===== src/rtl/sw_conditioner.sv =====
// Per-channel switch conditioner: SYNC_STAGES-flop synchroniser followed by a counting debouncer.
// Change-pulse outputs (changed/any_changed) are only built when SW_CONDITIONER_CHANGED_EN is defined.
module sw_conditioner #(
    parameter int               WIDTH           = 16,
    parameter int               SYNC_STAGES     = 2,
    parameter int               DEBOUNCE_CYCLES = 65536,
    parameter logic [WIDTH-1:0] RESET_VALUE     = '0
) (
    input  logic             clk,
    input  logic             rst_n,
    input  logic [WIDTH-1:0] in,
    output logic [WIDTH-1:0] out,
    output logic [WIDTH-1:0] changed,
    output logic             any_changed
);

    localparam int CNT_W = (DEBOUNCE_CYCLES > 1) ? $clog2(DEBOUNCE_CYCLES) : 1;
    localparam logic [CNT_W-1:0] CNT_TERM = CNT_W'(DEBOUNCE_CYCLES - 1);

    if (SYNC_STAGES < 2 || SYNC_STAGES > 4) begin : g_bad_sync
        $error("sw_conditioner: SYNC_STAGES must be 2..4");
    end
    if (DEBOUNCE_CYCLES < 1) begin : g_bad_deb
        $error("sw_conditioner: DEBOUNCE_CYCLES must be >= 1");
    end

    logic [SYNC_STAGES-1:0][WIDTH-1:0] sync_q;
    logic [WIDTH-1:0]                  sync_w;
    logic [WIDTH-1:0]                  stable_q;
    logic [WIDTH-1:0]                  stable_d;
    logic [WIDTH-1:0][CNT_W-1:0]       cnt_q;
    logic [WIDTH-1:0][CNT_W-1:0]       cnt_d;

    // Stage 0 captures the raw input; the highest index is the synchronised level.
    always_ff @(posedge clk or negedge rst_n) begin
        if (!rst_n) begin
            sync_q <= {SYNC_STAGES{RESET_VALUE}};
        end else begin
            sync_q <= {sync_q[SYNC_STAGES-2:0], in};
        end
    end

    assign sync_w = sync_q[SYNC_STAGES-1];

    // A differing level must persist on DEBOUNCE_CYCLES consecutive edges; the counter saturates by accepting.
    always_comb begin
        stable_d = stable_q;
        cnt_d    = cnt_q;
        for (int i = 0; i < WIDTH; i++) begin
            if (sync_w[i] == stable_q[i]) begin
                cnt_d[i] = '0;
            end else if (cnt_q[i] == CNT_TERM) begin
                stable_d[i] = sync_w[i];
                cnt_d[i]    = '0;
            end else begin
                cnt_d[i] = cnt_q[i] + CNT_W'(1);
            end
        end
    end

    always_ff @(posedge clk or negedge rst_n) begin
        if (!rst_n) begin
            stable_q <= RESET_VALUE;
            cnt_q    <= '0;
        end else begin
            stable_q <= stable_d;
            cnt_q    <= cnt_d;
        end
    end

    assign out = stable_q;

`ifdef SW_CONDITIONER_CHANGED_EN
    logic [WIDTH-1:0] changed_q;

    always_ff @(posedge clk or negedge rst_n) begin
        if (!rst_n) begin
            changed_q <= '0;
        end else begin
            changed_q <= stable_d ^ stable_q;
        end
    end

    assign changed = changed_q;
`else
    assign changed = '0;
`endif

    assign any_changed = |changed;

endmodule

===== config.mk =====
export PLATFORM = sky130hd
export DESIGN_NAME = sw_conditioner
export DESIGN_NICKNAME = d
export VERILOG_FILES = /design/src/rtl/sw_conditioner.sv
export SDC_FILE = /design/constraint.sdc
export NUM_CORES = 1
export LEC_CHECK = 0
export CAP_MARGIN = 20
export CORE_MARGIN = 10
export CORE_UTILIZATION = 55
export DETAILED_ROUTE_END_ITERATION = 8
export PLACE_DENSITY = 0.8
export SYNTH_ARGS = -nofsm -noshare
export SYNTH_HDL_FRONTEND = slang
export SYNTH_SLANG_ARGS = --single-unit

===== constraint.sdc =====
create_clock -name clk -period 1.4 [get_ports clk]
set_input_delay 0.28 -clock clk [delete_from_list [all_inputs] [get_ports clk]]
set_output_delay 0.28 -clock clk [all_outputs]
set_load 0.01 [all_outputs]

==> flow_summary.ini <==
[layout]
drive_gt1_share_pct = 36.1
multi_input_area_um2 = 7570
num-nets-final = 1737
diodes = 0
n_fill_cell = 1405
seq_area_um2 = 7640
area_growth_pct = 39.2

[hold_path]
holdPathStages = 1
min_to = sync_q[9]
holdCritPathClass = input port to flip-flop
holdCritStartpoint = in[9]

[timing]
finalMaxSlewViolations = 0
whs_ns = 0.205
hold_viol_final = 0
period_minus_slack_ns = 1.53
slew_headroom_pct = 61.5
worst_slew_pin_slew_ns = 0.574
post-route-period-util_pct = 109
fin_skew_ns = 0.0180
setup_viol = 85
fin_ws_ns = -0.129
rsz0062_at_grt = true
max_clock_freq_ghz = 0.654

[placed_design]
portBuffers = 33
hpwl_mm = 18.6
gp_congestion = 0.830

[grt]
grt_max_degree = 53
met3_usage_pct = 2.75
grt_use_total_pct = 17.9
grt-busiest-layer = met2
grt_pass1_vias = 11200
grt_use_met1_pct = 21.3
grt_pass1_wl_mm = 50.9
antenna_found_initial = 0
grt_overflow = 0
grt_use_met2_pct = 32.6

[worst_setup_path]
critPathArrivalTime_ns = 1.91
critPathKind = flip-flop to flip-flop
crit_required_ns = 1.78
r2r_cells = 5
worstReg2RegStart = cnt_q[128]
start_kind = flip-flop
r2r_slack_ns = -0.13
endpoint_kind = flip-flop
r2r_end = cnt_q[137]
cp_max_fo = 7

[floorplanning]
fp.dieW_um = 180
ioPinCount = 51
fp.dieArea_um2 = 32300
rows = 58
dieHeight_um = 180
initial_core_util_pct = 55.8
core_um2 = 25100

[synthesis]
synthTopCellsByArea = dfrtp_1, xnor2_1, nor2_1
syn_inst = 1351
yosysUniqueCellTypes = 38
synth_seq_cells = 304
synth-edff-count = 0
syn_area_um2 = 14000
synth.avg_cell_area_um2 = 10.4
synth_most_common_cell = dfrtp_1
yosys.area.top_type = dfrtp_1
ys_async_sr_fraction_pct = 100
synth-main-ff-cell = dfrtp_1
synth_top_cells_by_count = dfrtp_1, nor2_1, xnor2_1, nand3_1, xor2_1
yosysTopAreaCellShare_pct = 54.3
ys_seq_area_share_pct = 54.3
yosys_warnings = 0

[routing]
drt-total-wl_mm = 38.0
via_per_inst = 5.72
dr.pass1.iters = 5
drt-initial-drc-count = 833
drc = 0
vias = 11800
post_drt_wl_per_cell_um = 18.5
ant_nets = 0

[run]
max_cap_violations = 0

[clock_tree]
cts_sinks = 304
cts_root_buf = clkbuf_16
clk_transition_reported_paths_ns = 0.06
cts_made_buffers = 34
clk_latency_ns = 0.51
cts_max_level = 2
cts_tree = yes
cts.path.max_buffers = 3

[power]
p_leak_nw = 8.66
p_total_mw = 19.1
p_per_area_nw_per_um2 = 980
peakVddDrop_mv = 1.03

[run_status]
status = complete, but fails checks
violations = negative setup slack
[layout by cell type (no fill, tap or decap), types with 8 or more instances in the layout]
cell	count
dfrtp_1	281
buf_4	281
nor2_1	217
xnor2_1	125
xor2_1	90
nand3_1	78
nand4_1	66
nand2_1	56
clkbuf_16	37
and3_1	32
nor2_2	29
inv_1	25
dfrtp_2	23
nand3_2	20
a31o_4	20
nor3_1	20
o21ai_0	18
or3_1	18
nand3_4	17
conb_1	17
nor2_4	16
clkdlybuf4s50_1	16
nor4_4	15
buf_6	15
and4_4	14
a21oi_1	14
nor4_2	14
buf_2	14
mux2_2	13
ha_4	11
and4_1	10
a21oi_2	8
nor3_4	8
and3_4	8
clkbuf_8	8
[worst max path at each step]
stage,startpoint,to,slack [ns],cells after the start
finish,cnt_q[128],cnt_q[137],-0.13,5
floorplan,cnt_q[208],cnt_q[222],-0.0002,5
detailed placement,cnt_q[36],cnt_q[43],-0.11,4
CTS,cnt_q[128],out[8],-0.06,4
global route,cnt_q[21],cnt_q[30],-0.18,4
global placement,cnt_q[28],cnt_q[31],-0.02,4
[worst max-delay path, cell delays in order (launching register included)]
cell and delay [ns]:
dfrtp_1 0.40, ha_4 0.18, nand4_1 0.20, nor4_4 0.29, or2_4 0.27, nor2_2 0.06
[cells by family after synthesis]
group / share of synthesized area [%]
AND/OR/NAND/NOR: 23.7
buffers and inverters: 2.98
other: 0.0268
multiplexers: 1.29
adder cells (fa/ha/maj): 1.43
XOR/XNOR: 13.6
AO/OA/AOI/OAI: 2.67
flip-flops: 54.3
[per-stage QoR]
| stage | util [%] | worst slack (ns) | instance area, um2 | setup TNS, ns | instances |
|---|---|---|---|---|---|
| floorplan | - | -0.000173 | 14200 | -0.000173 | 1367 |
| global placement | 64.0 | -0.0240 | 16100 | -0.297 | 1874 |
| detailed placement | 64.0 | -0.112 | 16100 | -5.66 | 1874 |
| CTS | 70.8 | -0.0570 | 17800 | -0.424 | 1967 |
| global route | 77.7 | -0.178 | 19500 | -10.98 | 2057 |
| finish | 77.7 | -0.129 | 19500 | -4.72 | 2057 |
[timing repair]
action,in CTS,in global routing
setup buffers,31,83
cloned,1,10
hold buffers,1,0
setup endpoints to repair,226,241
pin swaps,32,122
resized for setup,117,236
hold endpoints to repair,79,0
[power by group]
part	total (mW)	switching, mW	internal, mW
sequential	9.11	0.164	8.95
clock	8.96	3.54	5.42
combinational	1.06	0.591	0.467
[flip-flops by register name, indices dropped and copies added, names as in the netlist]
register  cells
cnt_q       256
sync_q       16
sync_w       16
out          16
[area by class of cell]
type	instances	area share, %
Clock buffer	51	5.42
Timing Repair Buffer	335	13.7
Sequential cell	304	39.1
Tap cell	330	2.12
Inverter	25	0.481
Clock inverter	9	0.404
Multi-Input combinational cell	1003	38.8
[layer usage]
metal  share of wire [%]  vias up
li1                    -     5367
met1                  38     5872
met2                  53      382
met3                 4.2      139
met4                 4.1        0
met5                   0        -
Power figures use the tool's default switching activity.
